## src/rtl/fir_sched_pkg.sv

```systemverilog
// rtl/fir_sched_pkg.sv - shared constants, coefficients and FSM states for the FIR MAC scheduler
package fir_sched_pkg;

  localparam int DATA_W_DEF = 8;
  localparam int OUT_W_DEF  = 20;
  localparam int NTAPS      = 22;
  localparam int NHALF      = 11;

  localparam logic CH_RED = 1'b0;
  localparam logic CH_IR  = 1'b1;

  // Folded half of the symmetric impulse response: h[k] = h[21-k] = COEF[k]
  localparam logic [7:0] COEF [NHALF] = '{
    8'd2, 8'd10, 8'd16, 8'd28, 8'd43, 8'd60, 8'd78, 8'd95, 8'd111, 8'd122, 8'd128
  };

  typedef enum logic [1:0] {IDLE, LOAD, MAC, DONE} fir_state_e;

  function automatic logic [7:0] coef_at(input logic [3:0] k);
    if (k < 4'(NHALF)) return COEF[k];
    return 8'd0;
  endfunction

endpackage

```

## src/rtl/fir_mac_scheduler_if.sv

```systemverilog
// rtl/fir_mac_scheduler_if.sv - sample handshakes and tagged result bus of the FIR MAC scheduler
interface fir_mac_scheduler_if
  import fir_sched_pkg::*;
#(
  parameter int DATA_W = DATA_W_DEF,
  parameter int OUT_W  = OUT_W_DEF
);

  logic              red_valid;
  logic [DATA_W-1:0] red_sample;
  logic              red_ready;
  logic              ir_valid;
  logic [DATA_W-1:0] ir_sample;
  logic              ir_ready;
  logic              out_valid;
  logic              out_ch;
  logic [OUT_W-1:0]  out_data;

  modport master (
    output red_valid, red_sample, ir_valid, ir_sample,
    input  red_ready, ir_ready, out_valid, out_ch, out_data
  );

  modport slave (
    input  red_valid, red_sample, ir_valid, ir_sample,
    output red_ready, ir_ready, out_valid, out_ch, out_data
  );

endinterface

```

## src/rtl/fir_hist_line.sv

```systemverilog
// rtl/fir_hist_line.sv - 22-entry sample history with clear, shift and paired k / 21-k read ports
module fir_hist_line
  import fir_sched_pkg::*;
#(
  parameter int DATA_W = DATA_W_DEF
) (
  input  logic              CLK_Filter,
  input  logic              rst_n,
  input  logic              clr_i,
  input  logic              shift_i,
  input  logic [DATA_W-1:0] din_i,
  input  logic [3:0]        k_i,
  output logic [DATA_W-1:0] tap_k_o,
  output logic [DATA_W-1:0] tap_mirror_o
);

  logic [DATA_W-1:0] hist_q [NTAPS];
  logic [4:0]        idx_k;
  logic [4:0]        idx_m;

  assign idx_k        = {1'b0, k_i};
  assign idx_m        = 5'(NTAPS - 1) - idx_k;
  assign tap_k_o      = hist_q[idx_k];
  assign tap_mirror_o = hist_q[idx_m];

  always_ff @(posedge CLK_Filter or negedge rst_n) begin
    if (!rst_n) begin
      for (int i = 0; i < NTAPS; i++) hist_q[i] <= '0;
    end else if (clr_i) begin
      for (int i = 0; i < NTAPS; i++) hist_q[i] <= '0;
    end else if (shift_i) begin
      hist_q[0] <= din_i;
      for (int i = 1; i < NTAPS; i++) hist_q[i] <= hist_q[i-1];
    end
  end

endmodule

```

## src/rtl/fir_mac_scheduler.sv

```systemverilog
// rtl/fir_mac_scheduler.sv - shared folded 22-tap FIR MAC for RED/IR channels, round-robin scheduled
// Optional IR channel: define FIR_SCHED_IR_EN; otherwise only RED is built and always granted.
module fir_mac_scheduler
  import fir_sched_pkg::*;
#(
  parameter int DATA_W = DATA_W_DEF,
  parameter int OUT_W  = OUT_W_DEF
) (
  input  logic               CLK_Filter,
  input  logic               rst_n,
  input  logic               flush,
  fir_mac_scheduler_if.slave bus,
  output logic               busy
);

  localparam int PROD_W = DATA_W + 9;

  fir_state_e        state_q, state_d;
  logic [3:0]        k_q, k_d;
  logic [OUT_W-1:0]  acc_q, acc_d;
  logic              grant_q, grant_d;
  logic              next_grant;
  logic              load;

  logic              red_pend_q, red_pend_d;
  logic [DATA_W-1:0] red_data_q;
  logic              red_accept;
  logic              red_take;
  logic              ir_pend_q;

  logic [DATA_W-1:0] red_tap_k, red_tap_m;
  logic [DATA_W-1:0] ir_tap_k, ir_tap_m;
  logic [DATA_W-1:0] tap_k, tap_m;
  logic [DATA_W:0]   pre_sum;
  logic [PROD_W-1:0] product;

  logic              out_valid_q;
  logic              out_ch_q;
  logic [OUT_W-1:0]  out_data_q;

  // A pending slot clears on the LOAD edge, i.e. when its channel enters MAC
  assign red_take       = load && (grant_q == CH_RED);
  assign bus.red_ready  = !red_pend_q && !flush;
  assign red_accept     = bus.red_valid && bus.red_ready;
  assign red_pend_d     = red_accept || (red_pend_q && !red_take);

  always_ff @(posedge CLK_Filter or negedge rst_n) begin
    if (!rst_n) begin
      red_pend_q <= 1'b0;
      red_data_q <= '0;
    end else if (flush) begin
      red_pend_q <= 1'b0;
    end else begin
      red_pend_q <= red_pend_d;
      if (red_accept) red_data_q <= bus.red_sample;
    end
  end

  fir_hist_line #(.DATA_W(DATA_W)) u_red_hist (
    .CLK_Filter   (CLK_Filter),
    .rst_n        (rst_n),
    .clr_i        (flush),
    .shift_i      (red_take),
    .din_i        (red_data_q),
    .k_i          (k_q),
    .tap_k_o      (red_tap_k),
    .tap_mirror_o (red_tap_m)
  );

`ifdef FIR_SCHED_IR_EN
  logic              ir_pend_d;
  logic [DATA_W-1:0] ir_data_q;
  logic              ir_accept;
  logic              ir_take;

  assign ir_take       = load && (grant_q == CH_IR);
  assign bus.ir_ready  = !ir_pend_q && !flush;
  assign ir_accept     = bus.ir_valid && bus.ir_ready;
  assign ir_pend_d     = ir_accept || (ir_pend_q && !ir_take);

  always_ff @(posedge CLK_Filter or negedge rst_n) begin
    if (!rst_n) begin
      ir_pend_q <= 1'b0;
      ir_data_q <= '0;
    end else if (flush) begin
      ir_pend_q <= 1'b0;
    end else begin
      ir_pend_q <= ir_pend_d;
      if (ir_accept) ir_data_q <= bus.ir_sample;
    end
  end

  fir_hist_line #(.DATA_W(DATA_W)) u_ir_hist (
    .CLK_Filter   (CLK_Filter),
    .rst_n        (rst_n),
    .clr_i        (flush),
    .shift_i      (ir_take),
    .din_i        (ir_data_q),
    .k_i          (k_q),
    .tap_k_o      (ir_tap_k),
    .tap_mirror_o (ir_tap_m)
  );

  // Round-robin: on a tie the channel not served last wins; a lone requester always wins
  always_comb begin
    next_grant = CH_IR;
    if (red_pend_q && ir_pend_q) next_grant = (grant_q == CH_IR) ? CH_RED : CH_IR;
    else if (red_pend_q)         next_grant = CH_RED;
  end
`else
  logic unused_ir;

  assign unused_ir    = bus.ir_valid ^ (^bus.ir_sample);
  assign bus.ir_ready = 1'b0;
  assign ir_pend_q    = 1'b0;
  assign ir_tap_k     = '0;
  assign ir_tap_m     = '0;
  assign next_grant   = CH_RED;
`endif

  assign tap_k   = (grant_q == CH_IR) ? ir_tap_k : red_tap_k;
  assign tap_m   = (grant_q == CH_IR) ? ir_tap_m : red_tap_m;
  assign pre_sum = {1'b0, tap_k} + {1'b0, tap_m};
  assign product = PROD_W'(coef_at(k_q)) * PROD_W'(pre_sum);

  always_comb begin
    state_d = state_q;
    k_d     = k_q;
    acc_d   = acc_q;
    grant_d = grant_q;
    load    = 1'b0;
    case (state_q)
      IDLE: begin
        if (red_pend_q || ir_pend_q) begin
          grant_d = next_grant;
          state_d = LOAD;
        end
      end
      LOAD: begin
        load    = 1'b1;
        acc_d   = '0;
        k_d     = '0;
        state_d = MAC;
      end
      MAC: begin
        acc_d = acc_q + OUT_W'(product);
        k_d   = k_q + 4'd1;
        if (k_q == 4'(NHALF - 1)) state_d = DONE;
      end
      DONE:    state_d = IDLE;
      default: state_d = IDLE;
    endcase
    if (flush) begin
      state_d = IDLE;
      acc_d   = '0;
      k_d     = '0;
      load    = 1'b0;
    end
  end

  always_ff @(posedge CLK_Filter or negedge rst_n) begin
    if (!rst_n) begin
      state_q <= IDLE;
      k_q     <= '0;
      acc_q   <= '0;
      grant_q <= CH_IR;
    end else begin
      state_q <= state_d;
      k_q     <= k_d;
      acc_q   <= acc_d;
      grant_q <= grant_d;
    end
  end

  always_ff @(posedge CLK_Filter or negedge rst_n) begin
    if (!rst_n) begin
      out_valid_q <= 1'b0;
      out_ch_q    <= CH_RED;
      out_data_q  <= '0;
    end else if (flush) begin
      out_valid_q <= 1'b0;
    end else begin
      out_valid_q <= (state_q == DONE);
      if (state_q == DONE) begin
        out_data_q <= acc_q;
        out_ch_q   <= grant_q;
      end
    end
  end

  assign bus.out_valid = out_valid_q;
  assign bus.out_ch    = out_ch_q;
  assign bus.out_data  = out_data_q;
  assign busy          = (state_q != IDLE);

endmodule
```

## src/flat_wrapper.sv

```systemverilog
// flat-port wrapper written by rule: the top's interface ports become plain ports
module fir_mac_scheduler_flat import fir_sched_pkg::*;
#(
  parameter int DATA_W = DATA_W_DEF,
  parameter int OUT_W  = OUT_W_DEF
)
  (CLK_Filter, rst_n, flush, busy, bus_red_valid, bus_red_sample, bus_ir_valid, bus_ir_sample, bus_red_ready, bus_ir_ready, bus_out_valid, bus_out_ch, bus_out_data);
  fir_mac_scheduler_if #(.DATA_W(DATA_W), .OUT_W(OUT_W)) bus_i ();
  input  logic CLK_Filter;
  input  logic rst_n;
  input  logic flush;
  output logic busy;
  input wire logic [$bits(bus_i.red_valid)-1:0] bus_red_valid;
  input wire logic [$bits(bus_i.red_sample)-1:0] bus_red_sample;
  input wire logic [$bits(bus_i.ir_valid)-1:0] bus_ir_valid;
  input wire logic [$bits(bus_i.ir_sample)-1:0] bus_ir_sample;
  output wire logic [$bits(bus_i.red_ready)-1:0] bus_red_ready;
  output wire logic [$bits(bus_i.ir_ready)-1:0] bus_ir_ready;
  output wire logic [$bits(bus_i.out_valid)-1:0] bus_out_valid;
  output wire logic [$bits(bus_i.out_ch)-1:0] bus_out_ch;
  output wire logic [$bits(bus_i.out_data)-1:0] bus_out_data;
  assign bus_i.red_valid = bus_red_valid;
  assign bus_i.red_sample = bus_red_sample;
  assign bus_i.ir_valid = bus_ir_valid;
  assign bus_i.ir_sample = bus_ir_sample;
  assign bus_red_ready = bus_i.red_ready;
  assign bus_ir_ready = bus_i.ir_ready;
  assign bus_out_valid = bus_i.out_valid;
  assign bus_out_ch = bus_i.out_ch;
  assign bus_out_data = bus_i.out_data;
  fir_mac_scheduler #(.DATA_W(DATA_W), .OUT_W(OUT_W)) u_core (.CLK_Filter(CLK_Filter), .rst_n(rst_n), .flush(flush), .bus(bus_i), .busy(busy));
endmodule
```

## config.mk

```make
export PLATFORM = sky130hd
export DESIGN_NAME = fir_mac_scheduler_flat
export DESIGN_NICKNAME = d
export VERILOG_FILES = /design/src/rtl/fir_sched_pkg.sv /design/src/rtl/fir_mac_scheduler_if.sv /design/src/rtl/fir_hist_line.sv /design/src/rtl/fir_mac_scheduler.sv /design/src/flat_wrapper.sv
export SDC_FILE = /design/constraint.sdc
export NUM_CORES = 1
export LEC_CHECK = 0
export CORE_UTILIZATION = 57
export CTS_BUF_LIST = sky130_fd_sc_hd__clkbuf_8 sky130_fd_sc_hd__clkbuf_16
export DETAILED_ROUTE_END_ITERATION = 10
export PLACE_DENSITY = 0.75
export SLEW_MARGIN = 20
export SYNTH_ARGS = -nofsm -noshare
export SYNTH_HDL_FRONTEND = slang
export SYNTH_SLANG_ARGS = --single-unit
```

## constraint.sdc

```tcl
create_clock -name CLK_Filter -period 7.3 [get_ports CLK_Filter]
set_input_delay 0.73 -clock CLK_Filter [delete_from_list [all_inputs] [get_ports CLK_Filter]]
set_output_delay 0.73 -clock CLK_Filter [all_outputs]
set_load 0.05 [all_outputs]
```

==> summary.txt, run 1 <==
Outcome
  • Status: complete, no violations

STA
  • Clock period minus worst slack: 7.11 ns
  • Setup Total Neg Slack: 0 ns
  • Skew final: 0.0133 ns
  • RSZ-0062 raised after global routing: true
  • Final worst-path cycle share: 0.973
  • Final worst slack: 0.194 ns
  • Pins Over Slew Limit: 0
  • Hold Fails Final Rpt: 0
  • Highest clock rate: 141 MHz
  • WHS: 0.286 ns
  • Slew @ Worst Pin: 1.07 ns
  • Slew headroom: 0.289
  • Final setup fails: 0

Synthesis
  • Mean area per synthesized cell: 9.53 µm²
  • EDFF count, synth: 0
  • Synth area leaders: dfrtp_1 39%, mux4_2 11%, nand2_1 11%
  • Syn. warnings: 0
  • Simple-gate portion of the synthesized area: 0.154
  • Ys async rst share: 1.00
  • Fraction of synthesized area in multiplexers: 0.142
  • Synth Area in Compound Gates: 0.117
  • Adder-Cell Fraction of Synth Area: 0.129
  • FF+latch count, synth: 234
  • Largest family of logic cells by synthesized area: simple AND/OR/NAND/NOR gates
  • Syn Inst Count: 1579
  • Mapped Area: 15100 µm²
  • Sequential area share after synthesis: 0.389
  • Synth Area in XOR/XNOR: 0.00989
  • Count of cell types in the netlist: 60
  • Area leader, netlist: dfrtp_1
  • Share of the synthesized area in the top cell type: 0.387
  • Syn Nets: 1720
  • Post-synth top flop: dfrtp_1

Layout
  • Most common cell after layout, fill and taps aside: nand2_1
  • Antenna diode count: 0
  • Final Instance Area: 17200 µm²
  • Share of cells above drive strength 1: 0.152
  • Fin cells: 1963
  • Area grow syn2layout: 14.5%
  • Commonest non-fill, non-tap cells in the layout: 438 x nand2_1, 231 x dfrtp_1, 186 x a21oi_1
  • # nets final: 1752
  • Filler cells: 1978

CTS
  • H-Tree Depth: 1
  • CTS buffer count: 26
  • Post-CTS Hold Buffers: 0
  • Clock net sink count: 234
  • Reg clk slew, reported paths: 0.06 ns
  • Root Buffer: clkbuf_16
  • CTS tree: yes
  • Clock buffer depth: 3
  • Worst skew pair latency: 0.55 ns

Power and ir drop
  • Max IR drop VDD: 0.238 mV
  • PD cells: 211 nW/µm²
  • Leakage: 0.00744 µW

Setup path
  • Max incr delay on CP: 0.54 ns
  • Crit path DAT: 7.54 ns
  • FF-to-FF End: u_core.acc_q[14]$_DFFE_PN0P_
  • Reg2reg setup slack: 0.19 ns
  • Crit path capture type: flop
  • Req. time, crit path: 7.73 ns
  • Crit start category: flop
  • Critical path type: flop to flop
  • Worst-path fanout max: 6
  • Worst r2r src: u_core.k_q[1]$_DFFE_PN0P_
  • Top cell by count, worst path: fa_1
  • Cells on worst reg2reg path: 29
  • CP max stage cell: fa_1

Place
  • DPL Wire Length: 22.2 mm
  • Setup WS pre-CTS: 0.0235 ns
  • Post-DP Area: 15900 µm²
  • Placed Instances: 1904
  • # port buffers: 35
  • Placer congestion estimate: 0.894

Routing
  • DR pass1 iterations: 5
  • DR vias/cell: 5.89
  • Detailed Route WL: 34.8 mm
  • DRC errors left: 0
  • Post-route ant nets: 0
  • Drt wl/cell: 17.7 µm
  • Initial DRC count: 1023
  • Vias post-DR: 11600

Global route
  • Met2 GRT Util: 0.433
  • Largest net degree at the start of global routing: 150
  • Vias in the first global route: 11400
  • First-pass GRT wire length: 56.9 mm
  • GR Util met3: 0.0329
  • Met1 usage: 0.373
  • Total Routing Usage GR: 0.264
  • Congestion Overflow GR: 0
  • Most used routing layer: met2
  • Initial antenna violation count: 0

Flow run
  • Max-cap violations: 0

Die
  • Top-level port count: 46
  • Initial Utilization: 0.579
  • Core area: 26000 µm²
  • Die Width: 165 µm
  • # rows: 59
  • Die area: 27100 µm²
  • Die height: 165 µm

Min path
  • Worst Hold Class: input pin to async pin
## repair_timing
item	in CTS	in global routing
endpoints found under the hold margin	0	0
pin swaps	0	18
endpoints found under the setup margin	3	9
cloned	0	1
setup buffers	0	13
resized for setup	2	41
## worst max path at each step
stage / from / to / slack (ns) / cells after the start
after floorplan: u_core.k_q[1]$_DFFE_PN0P_ / u_core.acc_q[18]$_DFFE_PN0P_ / 0.07 / 32
after global placement: u_core.k_q[1]$_DFFE_PN0P_ / u_core.acc_q[19]$_DFFE_PN0P_ / 0.13 / 25
after detailed placement: u_core.k_q[1]$_DFFE_PN0P_ / u_core.acc_q[18]$_DFFE_PN0P_ / 0.02 / 25
after CTS: u_core.k_q[1]$_DFFE_PN0P_ / u_core.acc_q[14]$_DFFE_PN0P_ / 0.003 / 30
after global routing: u_core.k_q[1]$_DFFE_PN0P_ / u_core.acc_q[19]$_DFFE_PN0P_ / -0.03 / 31
final: u_core.k_q[1]$_DFFE_PN0P_ / u_core.acc_q[14]$_DFFE_PN0P_ / 0.19 / 29
## through the flow
| step | util | power [µW] |
|---|---|---|
| finish | 0.663 | 3630 |
| global route | 0.663 | 3780 |
| CTS | 0.649 | 3640 |
| detailed placement | 0.614 | 2250 |
| global placement | 0.614 | 2230 |
| floorplan | - | 1990 |
## critical path: cells and delay by family (launching register included)
kind / cells / cell delay (ns)
AO/OA/AOI/OAI: 10 / 1.79
XOR/XNOR: 1 / 0.19
adder cells (fa/ha/maj): 7 / 2.97
buffers and inverters: 7 / 0.68
flip-flops: 1 / 0.52
multiplexers: 1 / 0.17
AND/OR/NAND/NOR: 3 / 0.65
## cell usage after synthesis, types with 8 or more instances
library cell	n
o21ai_1	37
mux2i_1	25
buf_1	10
ha_1	62
xnor2_1	12
nand2b_1	20
nor2b_1	9
a21o_1	9
inv_1	110
fa_1	58
mux4_2	75
o21ai_0	8
clkbuf_1	70
dfrtp_1	233
a21oi_1	194
nand2_1	440
nor2_1	64
buf_2	14
o22ai_1	11
mux2_1	8
## where the power goes
| group | switching [µW] | total [µW] | internal, µW |
|---|---|---|---|
| clock network | 549 | 1390 | 837 |
| registers | 33.6 | 1370 | 1330 |
| logic | 596 | 882 | 285 |
## logic make-up after synthesis
kind of cell / after synthesis
other cells: 1
xor+xnor: 17
compound gates: 309
buf+inv: 217
flops: 234
simple gates: 569
fa+ha+maj: 120
mux: 112
## cell type report
class                   instances  area, µm²  share of cell area
multi-input cells            1128       8540               0.496
flip-flops and latches        234       5860               0.340
repair buffers                107       1060              0.0616
clock buffers                  34        761              0.0441
inverters                     114        428              0.0248
well taps                     335        419              0.0243
clock inverters                11        155             0.00900
## registers in the layout, summed over array words and instances, names as in the netlist
signal and count:
u_core.grant_q 1, u_core.state_q 2, u_core.bus.out_ch 1, u_core.red_pend_q 1, u_core.bus.out_data 20, u_core.bus.out_valid 1, u_core.k_q 4, u_core.acc_q 20
u_core.red_data_q 8, u_core.u_red_hist.hist_q 176
## metal layers
| metal | share of wire | vias up |
|---|---|---|
| met2 | 0.50 | 340 |
| met5 | 0 | - |
| met1 | 0.43 | 5796 |
| met4 | 0.021 | 0 |
| met3 | 0.050 | 55 |
| li1 | - | 5377 |
Note: power is estimated with default switching activity, not from simulation.
==> inputs of run 2 (changes only) <==
GPL_ROUTABILITY_DRIVEN = 0   (was unset)
==> run 2 against run 1 <==
Compared with the run above: largest cell class unchanged; setup slack worse by 0.045 ns; sequential cell count unchanged; global-route usage shrank 0.31 points; register-to-register slack got worse by 0.05 ns; critical path type unchanged; clock power shrank 8%; core utilization fell by 0.68 points; non-clock buffer count decreased by 1.
==> summary.txt, run 2 (synthesized netlist as in run 1, its figures left out) <==
Routing
  • Vias post-DR: 11600 (+0.40%)
  • DR pass1 iterations: 6 (+1)
  • Detailed Route WL: 34.5 mm (-0.93%)
  • Post-route ant nets: 0 (unchanged)
  • Initial DRC count: 972 (-5.0%)
  • DR vias/cell: 5.91 (+0.35%)
  • Drt wl/cell: 17.5 µm (-0.98%)
  • DRC errors left: 0 (unchanged)

Layout
  • Most common cell after layout, fill and taps aside: nand2_1
  • Util after Layout: 0.656 (-0.00679)
  • Area grow syn2layout: 13.3%
  • Sequential Area: 5860 µm² (unchanged)
  • Commonest non-fill, non-tap cells in the layout: 440 x nand2_1, 231 x dfrtp_1, 190 x a21oi_1
  • # nets final: 1751 (-0.057%)
  • Filler cells: 1994 (+0.81%)
  • Largest register by flop count: u_core.u_red_hist.hist_q
  • Share of cells above drive strength 1: 0.138 (-0.0136)
  • Largest register FFs: 176 (unchanged)
  • Antenna diode count: 0 (unchanged)
  • Multi-input gate area: 8440 µm² (-1.2%)

CTS
  • Root Buffer: clkbuf_16
  • Post-CTS Hold Buffers: 0 (unchanged)
  • CTS tree: yes
  • Worst skew pair latency: 0.56 ns (about the same)
  • H-Tree Depth: 1 (unchanged)
  • Clock net sink count: 234 (unchanged)
  • Reg clk slew, reported paths: 0.06 ns (about the same)
  • Clock buffer depth: 3 (unchanged)
  • CTS buffer count: 26 (unchanged)

Global route
  • Initial antenna violation count: 0 (unchanged)
  • Total Routing Usage GR: 0.261 (-0.00311)
  • Congestion Overflow GR: 0 (unchanged)
  • Vias in the first global route: 11400 (+0.053%)
  • First-pass GRT wire length: 56.7 mm (-0.31%)
  • Largest net degree at the start of global routing: 102 (-32%)

Flow run
  • Max-cap violations: 0 (unchanged)

STA
  • Pins Over Slew Limit: 0 (unchanged)
  • Slew headroom: 0.301 (+0.0113)
  • Slew @ Worst Pin: 1.05 ns (-0.0170 ns)
  • Setup Total Neg Slack: 0 ns (unchanged)
  • Skew final: 0.0120 ns (-0.00129 ns)
  • Final worst-path cycle share: 0.980 (+0.00618)
  • WHS: 0.177 ns (-0.110 ns)
  • Clock period minus worst slack: 7.15 ns (+0.0451 ns)
  • Highest clock rate: 140 MHz (-0.63%)
  • RSZ-0062 raised after global routing: true
  • Final setup fails: 0 (unchanged)
  • Hold Fails Final Rpt: 0 (unchanged)

Die
  • Initial Utilization: 0.579 (unchanged)
  • Top-level port count: 46 (unchanged)
  • Die area: 27100 µm² (unchanged)
  • Die height: 165 µm (unchanged)
  • Core area: 26000 µm² (unchanged)
  • Die Width: 165 µm (unchanged)
  • # rows: 59 (unchanged)

Power and ir drop
  • Psw: 1180 µW (+0.27%)
  • Combinational Power Share: 0.253 (+0.010)
  • Sequential fraction of design power: 0.385 (+0.009)
  • Pint: 2360 µW (-3.8%)
  • Net Sw Frac: 0.333 (+0.00909)
  • Clk pwr share: 0.362 (-0.019)
  • PD cells: 208 nW/µm² (-1.5%)
  • Leakage: 0.00742 µW (-0.28%)
  • Max IR drop VDD: 0.247 mV (+3.9%)

Setup path
  • CP max stage cell: dfrtp_4
  • Crit path cell chain: buf_12, buf_4, buf_4, mux4_2, mux4_2, nor2b_1, ha_1, or3_1, o21ai_1, a21oi_1, xnor2_1, buf_4, nor2_1, fa_1, fa_1, fa_1, inv_1, fa_1, inv_1, ha_1, a21oi_1, a21oi_1, or3_1, a32o_1
  • Critical path type: flop to flop
  • Cells on worst reg2reg path: 24 (-17%)
  • Crit path launch: u_core.k_q[1]$_DFFE_PN0P_
  • Critical Path Sink: u_core.acc_q[14]$_DFFE_PN0P_
  • Max incr delay on CP: 0.55 ns (about the same)
  • Worst-path fanout max: 8 (+2)
  • Top cell by count, worst path: fa_1
  • Crit path DAT: 7.60 ns (+0.06 ns)
  • Req. time, crit path: 7.75 ns (+0.02 ns)
  • Reg2reg setup slack: 0.15 ns (-0.05 ns)
  • Worst r2r src: u_core.k_q[1]$_DFFE_PN0P_
  • Crit path capture type: flop
  • Crit start category: flop
  • FF-to-FF End: u_core.acc_q[14]$_DFFE_PN0P_

Min path
  • Worst Hold Class: input pin to async pin

Place
  • # port buffers: 35 (unchanged)
  • DPL Wire Length: 22.0 mm (-1.0%)

Outcome
  • Status: complete, no violations
[run 2: cell types whose count changed in the layout (fill, tap and decap cells not counted), moves of 3 or more]
cell,delta
a21oi_1,+4
buf_12,-4
ha_1,+3
a21oi_2,-4
inv_1,+5
clkbuf_8,-4
[run 2: metal layers]
layer  track usage  vias up  routed length (µm)
met5             0        -                   0
met4        0.0696        0                 740
met3        0.0357       66                2040
met2         0.419      338               16900
met1         0.376     5831               14800
li1              -     5379                   -
[run 2: how the worst min path moves through the flow]
stage	startpoint	to	slack, ns	cells past startpoint
detailed placement	u_core.bus.out_data[19]$_DFFE_PN0P_	u_core.bus.out_data[19]$_DFFE_PN0P_	0.46	2
CTS	rst_n	u_core.u_red_hist.hist_q[71]$_DFFE_PN0P_	0.22	1
finish	rst_n	u_core.u_red_hist.hist_q[71]$_DFFE_PN0P_	0.18	1
global placement	u_core.bus.out_data[19]$_DFFE_PN0P_	u_core.bus.out_data[19]$_DFFE_PN0P_	0.46	2
global route	rst_n	u_core.u_red_hist.hist_q[71]$_DFFE_PN0P_	0.24	1
floorplan	rst_n	u_core.acc_q[0]$_DFFE_PN0P_	0.43	0
[run 2: area by class of cell]
type,count,area share
inverters,114,0.0251
flip-flops and latches,234,0.344
clock inverters,17,0.00785
repair buffers,106,0.0624
well taps,335,0.0246
multi-input cells,1128,0.495
clock buffers,30,0.0414
[run 2: stage by stage]
step | std cells | power, µW | instance area [µm²] | worst slack [ns]
final | 1964 | 3540 | 17100 | 0.149
after global routing | 1964 | 3710 | 17100 | -0.0982
after CTS | 1943 | 3520 | 16700 | 0.0827
after detailed placement | 1896 | 2230 | 15900 | 0.00117
after global placement | 1896 | 2220 | 15900 | 0.143
after floorplan | 1579 | 1990 | 15100 | 0.0691
[run 2: critical path, delay by kind of cell (launching register included)]
kind,cells,cell delay (ns)
adder cells (fa/ha/maj),6,2.68
AO/OA/AOI/OAI,5,0.98
AND/OR/NAND/NOR,4,0.97
multiplexers,2,0.84
buffers and inverters,6,0.76
flip-flops,1,0.55
XOR/XNOR,1,0.26
[run 2: power groups by stage]
stage,combinational (µW),sequential [µW],clock (µW)
finish,898,1370,1280
global route,986,1370,1350
CTS,848,1370,1310
detailed placement,845,1390,0
global placement,831,1390,0
floorplan,609,1380,0
[run 2: what timing repair did]
| item | in CTS | in global routing |
|---|---|---|
| buffers inserted | 0 | 19 |
| pin swaps | 0 | 10 |
| setup endpoints to repair | 1 | 9 |
| cloned | 0 | 2 |
| gates resized for setup | 2 | 22 |
